`src/rtl/rename_map_table.sv`:
```
// rename_map_table: register alias table for the rename stage.
// Maps architectural registers to physical tags. For each accepted
// instruction it translates the sources, pops one tag from free_pool for
// rd, and registers the renamed uop together with the displaced rd tag.
// Optional feature macro: RENAME_CKPT_EN adds ckpt_save/ckpt_restore ports
// and one shadow copy of the table.
module rename_map_table #(
    parameter int ARCH_REGS  = 32,
    parameter int ARCH_WIDTH = 5,
    parameter int PHYS_WIDTH = 6
) (
    input  logic                  clk,
    input  logic                  rst_n,
    input  logic                  in_valid,
    output logic                  in_ready,
    input  logic [ARCH_WIDTH-1:0] in_rs1,
    input  logic [ARCH_WIDTH-1:0] in_rs2,
    input  logic [ARCH_WIDTH-1:0] in_rd,
    input  logic                  in_rd_wr,
    output logic                  fl_pop,
    input  logic [PHYS_WIDTH-1:0] fl_data,
    input  logic                  fl_empty,
    output logic                  out_valid,
    input  logic                  out_ready,
    output logic [PHYS_WIDTH-1:0] out_prs1,
    output logic [PHYS_WIDTH-1:0] out_prs2,
    output logic [PHYS_WIDTH-1:0] out_prd,
    output logic [PHYS_WIDTH-1:0] out_old_prd,
    output logic                  out_alloc
`ifdef RENAME_CKPT_EN
    ,
    input  logic                  ckpt_save,
    input  logic                  ckpt_restore
`endif
);

    logic [PHYS_WIDTH-1:0] rat      [ARCH_REGS];
    logic [PHYS_WIDTH-1:0] rat_next [ARCH_REGS];

    logic                  need_alloc;
    logic                  accept;
    logic                  restore_req;
    logic [PHYS_WIDTH-1:0] prs1_p0;
    logic [PHYS_WIDTH-1:0] prs2_p0;
    logic [PHYS_WIDTH-1:0] prd_p0;
    logic [PHYS_WIDTH-1:0] old_prd_p0;

    logic                  vld_p1;
    logic [PHYS_WIDTH-1:0] prs1_p1;
    logic [PHYS_WIDTH-1:0] prs2_p1;
    logic [PHYS_WIDTH-1:0] prd_p1;
    logic [PHYS_WIDTH-1:0] old_prd_p1;
    logic                  alloc_p1;

`ifdef RENAME_CKPT_EN
    logic [PHYS_WIDTH-1:0] shadow [ARCH_REGS];
    assign restore_req = ckpt_restore;
`else
    assign restore_req = 1'b0;
`endif

    // ---- p0: handshake, source lookup and tag allocation ----
    // x0 is never renamed, so writes to it need no tag.
    assign need_alloc = in_rd_wr && (in_rd != '0);

    // Stall on a full output slot, on an empty pool when a tag is needed,
    // and while a checkpoint restore is in progress.
    assign in_ready = (!vld_p1 || out_ready) && !(need_alloc && fl_empty) && !restore_req;
    assign accept   = in_valid && in_ready;
    assign fl_pop   = accept && need_alloc;

    // Sources read the table before this instruction's own update; RAT[0]
    // stays 0 forever, so x0 reads tag 0.
    assign prs1_p0    = rat[in_rs1];
    assign prs2_p0    = rat[in_rs2];
    assign prd_p0     = need_alloc ? fl_data : '0;
    assign old_prd_p0 = need_alloc ? rat[in_rd] : '0;

    // Next table contents: restore takes the shadow, else apply the rd update.
    always_comb begin
        for (int i = 0; i < ARCH_REGS; i++) begin
            rat_next[i] = rat[i];
        end
`ifdef RENAME_CKPT_EN
        if (restore_req) begin
            for (int i = 0; i < ARCH_REGS; i++) begin
                rat_next[i] = shadow[i];
            end
        end else
`endif
        if (fl_pop) begin
            rat_next[in_rd] = fl_data;
        end
    end

    // Alias table storage; reset to the identity mapping.
    always_ff @(posedge clk or negedge rst_n) begin
        if (!rst_n) begin
            for (int i = 0; i < ARCH_REGS; i++) begin
                rat[i] <= PHYS_WIDTH'(i);
            end
        end else begin
            for (int i = 0; i < ARCH_REGS; i++) begin
                rat[i] <= rat_next[i];
            end
        end
    end

`ifdef RENAME_CKPT_EN
    // Shadow table captures the post-update mapping; restore blocks a save.
    always_ff @(posedge clk or negedge rst_n) begin
        if (!rst_n) begin
            for (int i = 0; i < ARCH_REGS; i++) begin
                shadow[i] <= PHYS_WIDTH'(i);
            end
        end else if (ckpt_save && !restore_req) begin
            for (int i = 0; i < ARCH_REGS; i++) begin
                shadow[i] <= rat_next[i];
            end
        end
    end
`endif

    // ---- p1: renamed uop output register ----
    // Loads on accept, drains when consumed, holds while downstream stalls.
    always_ff @(posedge clk or negedge rst_n) begin
        if (!rst_n) begin
            vld_p1     <= 1'b0;
            prs1_p1    <= '0;
            prs2_p1    <= '0;
            prd_p1     <= '0;
            old_prd_p1 <= '0;
            alloc_p1   <= 1'b0;
        end else if (restore_req) begin
            vld_p1 <= 1'b0;
        end else if (accept) begin
            vld_p1     <= 1'b1;
            prs1_p1    <= prs1_p0;
            prs2_p1    <= prs2_p0;
            prd_p1     <= prd_p0;
            old_prd_p1 <= old_prd_p0;
            alloc_p1   <= need_alloc;
        end else if (out_ready) begin
            vld_p1 <= 1'b0;
        end
    end

    assign out_valid   = vld_p1;
    assign out_prs1    = prs1_p1;
    assign out_prs2    = prs2_p1;
    assign out_prd     = prd_p1;
    assign out_old_prd = old_prd_p1;
    assign out_alloc   = alloc_p1;

endmodule
```
`config.mk`:
```
export PLATFORM = sky130hd
export DESIGN_NAME = rename_map_table
export DESIGN_NICKNAME = d
export VERILOG_FILES = /design/src/rtl/rename_map_table.sv
export SDC_FILE = /design/constraint.sdc
export NUM_CORES = 1
export LEC_CHECK = 0
export CAP_MARGIN = 10
export CORE_UTILIZATION = 30
export CTS_CLUSTER_DIAMETER = 100
export DETAILED_ROUTE_END_ITERATION = 16
export PLACE_DENSITY = 0.46
export SYNTH_ARGS = -nofsm -noshare
export SYNTH_HDL_FRONTEND = slang
export SYNTH_SLANG_ARGS = --single-unit
```
`constraint.sdc`:
```
create_clock -name clk -period 1.9 [get_ports clk]
set_input_delay 0.19 -clock clk [delete_from_list [all_inputs] [get_ports clk]]
set_output_delay 0.19 -clock clk [all_outputs]
set_load 0.05 [all_outputs]
```
Word-level counts from Yosys, hierarchy flattened
Index checks and enable logic that the tools add are counted.
{ "word_totals": {"in_bits": 27, "ff_bits": 218, "wordCells": 72} }
{ "classes": {"reduce_logical": 11, "bitwise_logic": 3, "order_cmp": 4, "n_mux": 16} }
{ "op_table": {"columns": ["cell", "n"], "rows": [
  ["$bwmux 192", 1],
  ["$bmux 6 s5", 3],
  ["$mux 6", 9],
  ["$demux 6 s5", 1],
  ["$ge 6x6->1 const B", 3],
  ["$not 5->6", 3],
  ["$logic_and 1x1->1", 6],
  ["$lt 6x1->1 const B", 1],
  ["$reduce_bool 5->1", 1],
  ["$logic_not 1->1", 2],
  ["$mux 1", 2],
  ["$reduce_bool 2->1", 1],
  ["$logic_or 1x1->1", 1]
]} }

Logic depth before layout (Yosys ltp)
{ "logic_depth": {"word_depth": 7, "mapped_depth": 8, "mapped_depth_nobuf": 5} }

Worst setup path before layout
Ideal clock, no wire load.
{ "synth_path": {"kind": "register to register", "start": "register vld_p1 (netlist: out_valid)", "end": "register rat[181] (netlist bit)", "path_stages_with_launch": 7, "arrival_time_ps": 2052, "t_required_ps": 1772, "setup_time_ps": 128, "n_path_buf": 1, "setup_slack_ps": -279, "cell_sequence": "dfrtp_1 nor2b_1 nor4b_4 nand3b_1 or3_1 clkbuf_1 mux2_1"} }
{ "synth_via": {"elab_chain_len": 5} }
{ "synth_lines": {"columns": ["element", "line", "rtl"], "rows": [
  ["start, declared", "48", "logic vld_p1;"],
  ["start signal, assigned", "128", "vld_p1 <= 1'b0;"],
  ["start signal, assigned", "135", "vld_p1 <= 1'b0;"],
  ["start signal, assigned", "137", "vld_p1 <= 1'b1;"],
  ["$logic_not 1->1", "68", "assign in_ready = (!vld_p1 || out_ready) && !(need_alloc && fl_empty) && !restore_req;"],
  ["$logic_or 1x1->1", "68", null],
  ["$logic_and 1x1->1", "68", null],
  ["$logic_and 1x1->1", "69", "assign accept = in_valid && in_ready;"],
  ["$logic_and 1x1->1", "70", "assign fl_pop = accept && need_alloc;"],
  ["end signal, assigned by index", "100", "rat[i] <= PHYS_WIDTH'(i);"],
  ["end signal, assigned by index", "104", "rat[i] <= rat_next[i];"],
  ["end, declared", "37", "logic [PHYS_WIDTH-1:0] rat [ARCH_REGS];"]
]} }
No other way between the ends.
A chain may end at the register's enable or synchronous reset.

Worst setup path after layout
Ends and elaborated chain as after synthesis.

==> flow_summary.toml <==
[yosys]
yosysWarnings = 0
netlist_instances = 917
synth_cell_types = 48
synth_edf_count = 0
yosysTopAreaCellShare_pct = 26.3
synth_area_um2 = 13100
synthArstFlopShare_pct = 100
ys_seq_area_share_pct = 42.4
synth_area_leaders = "dfrtp_1 (26%), mux4_2 (23%), mux2_2 (17%)"
synth_commonest_cells = "mux2_2 (199), dfrtp_1 (138), mux4_2 (132)"
synth.most_common_cell = "mux2_2"
ys_seq_elements = 218
synth_area_leader_cell = "dfrtp_1"
synth_nets = 944
synth.avg_cell_area_um2 = 14.3
ys.flop_type = "dfrtp_1"

[cells_and_area]
stdcell_count = 1745
area_delta_synth_final_pct = 39.4
fillers = 3912
final_layout_size_suffix_gt1_share_pct = 66.8
diodes = 0
fin_nets = 1164

[power]
power_density_nw_per_um2 = 765
combPwrFrac_pct = 21.1
power_frac_seq_pct = 38.8
p_int_uw = 9960
p_leak_uw = 0.00766
net-switching-power_uw = 4020
vdd_drop_max_mv = 0.650
pwr-share-clk_pct = 40.1
switching_share_pct = 28.7

[clocking]
cts_tree = "done"
clock-sinks = 218
cts.htree.levels = 1
root_buffer = "clkbuf_16"
cts.reportedPaths.clkPinSlew_ns = 0.06
clk_path_buf_depth = 3
cts_buffers = 29
clk_latency_ns = 0.57

[drt]
via_count = 9553
first_pass_iters = 5
post-route-drc-count = 0
drt_iter0_drc = 808
wl_um = 47100
vias_per_cell = 5.47
post_drt_wl_per_cell_um = 27.0
antenna_left = 0

[floorplanning]
die_width_um = 211
dieArea_um2 = 44500
die_height_um = 211
core_area_um2 = 43100
top_level_ports = 55
start_util_pct = 30.4
rows = 76

[sta]
tightest_slew_ns = 0.752
slew_viol_final = 0
skew_ns = 0.0126
final.setup.tns_ns = -3.99
slew_headroom_pct = 49.6
setup_violations = 69
fin_ws_ns = -0.153
period_minus_slack_ns = 2.05
fmax_ghz = 0.487
min_period_over_period_pct = 108
rsz0062_at_grt = "true"
finalHoldViolations = 0

[setup_path]
arrival_ns = 2.51
critical_path_class = "flop to flop"
required_ns = 2.35
crit_path_end_kind = "flop"
cp-start-kind = "flop"
cp_max_fo = 6

[placed_design]
dp_hpwl_um = 33800
place_inst = 1690
portBuffers = 54
gp_congestion = 0.895

[grt]
antenna_found_initial = 1
grt_pass1_wl_um = 69700
grt_overflow = 0
grt_max_degree = 51
first_global_vias = 9848
track_usage_pct = 21.5

[outcome]
violations = "negative setup slack"
status = "finished, violations left"

[flow_run]
maxCapViolCount = 0

[min_path]
hp-class = "input port to asynchronous set/reset pin"
-- layer usage --
metal	part of all wire, %	GRT usage [%]	vias to the layer above	routed length (µm)
met5	0.028	0	-	13
met1	48	32.1	5183	22700
met2	45	32.4	241	21300
li1	-	-	4068	-
met4	2.1	5.55	2	984
met3	4.7	3.15	59	2220
-- cells by family (layout without fill, tap and decap cells) --
logic type             Yosys count  count (layout)  share of synthesized area [%]
AND/OR/NAND/NOR                166             166                           6.90
buffers and inverters           87             330                           3.29
flip-flops                     218             218                           42.4
AO/OA/AOI/OAI                   80              80                           4.86
multiplexers                   366             366                           42.6
-- power groups by stage --
stage | Clock [µW] | Sequential [µW] | Combinational (µW)
floorplan | 0 | 5600 | 1300
global placement | 0 | 5460 | 2700
detailed placement | 0 | 5470 | 2710
CTS | 5780 | 5400 | 2860
global route | 5920 | 5470 | 3100
finish | 5610 | 5420 | 2950
-- flip-flops by register name, indices dropped and copies added (netlist names) --
register / count
out_prs2: 6
out_alloc: 1
out_old_prd: 6
out_prd: 6
rat: 192
out_valid: 1
out_prs1: 6
-- cells in the final DEF, fill, tap and decap left out, types with 5 or more instances in the layout --
| master | n |
|---|---|
| nand2_1 | 23 |
| buf_12 | 36 |
| a211oi_2 | 5 |
| mux4_2 | 132 |
| o32ai_1 | 5 |
| clkbuf_16 | 29 |
| dfrtp_1 | 137 |
| nor2_1 | 17 |
| nor2_4 | 24 |
| mux2_2 | 49 |
| mux2i_1 | 23 |
| buf_4 | 157 |
| nand2b_1 | 10 |
| mux2_4 | 162 |
| a22o_1 | 8 |
| buf_6 | 21 |
| a32o_1 | 5 |
| dfstp_2 | 80 |
| a211oi_1 | 5 |
| nand4_1 | 7 |
| buf_8 | 14 |
| clkinv_2 | 10 |
| nor3_1 | 10 |
| o221ai_1 | 7 |
| a2111oi_0 | 5 |
| nand3b_1 | 18 |
| clkdlybuf4s50_1 | 19 |
| o22ai_1 | 9 |
| dlygate4sd2_1 | 25 |
| nor2b_1 | 16 |
-- per-stage QoR --
| step | power (µW) | worst slack, ns | area (µm²) | hold slack [ns] | util (%) |
|---|---|---|---|---|---|
| after global placement | 8160 | -0.666 | 16100 | 0.150 | 37.3 |
| after CTS | 14000 | -0.162 | 17900 | 0.127 | 41.6 |
| after global routing | 14500 | -0.224 | 18300 | 0.161 | 42.4 |
| after floorplan | 6890 | -0.0821 | 13100 | -0.106 | - |
| final | 14000 | -0.153 | 18300 | 0.137 | 42.4 |
| after detailed placement | 8190 | -0.679 | 16100 | 0.152 | 37.3 |
-- path summary, 6_finish.rpt --
path / slack (ns) / cells past startpoint / start / to
worst max-delay path: -0.15 / 6 / out_valid / rat[181]
worst min-delay path: 0.14 / 2 / rst_n / rat[157]
worst max register to register: -0.15 / 6 / out_valid / rat[181]
worst min register to register: 0.42 / 0 / rat[191] / rat[191]
max in group asynchronous: 1.03 / 3 / rst_n / rat[127]
min in group clk: 0.34 / 3 / out_ready / out_valid
-- cell type report --
type	count	area (µm²)	share of cell area (%)
sequential	218	5560	30.4
multi-input combinational	612	8230	45.0
clock buffer	36	792	4.33
tap	585	732	4.01
timing repair buffer	276	2780	15.2
clock inverter	18	184	1.01
-- critical path, cell delays in order, from the launching register on --
cell	delay, ns
dfrtp_2	0.40
nor2b_4	0.14
nor4b_4	0.33
buf_4	0.18
nand3b_1	0.12
or3_4	0.43
mux2_4	0.33
-- what timing repair did --
item                                   4_1_cts  5_1_grt
resized for setup                          241       95
hold buffers                                 1        0
setup buffers                                4        2
setup endpoints to repair                  203      201
pin swaps                                   30       24
endpoints found under the hold margin      145        0
(Power assumes the default switching activity.)
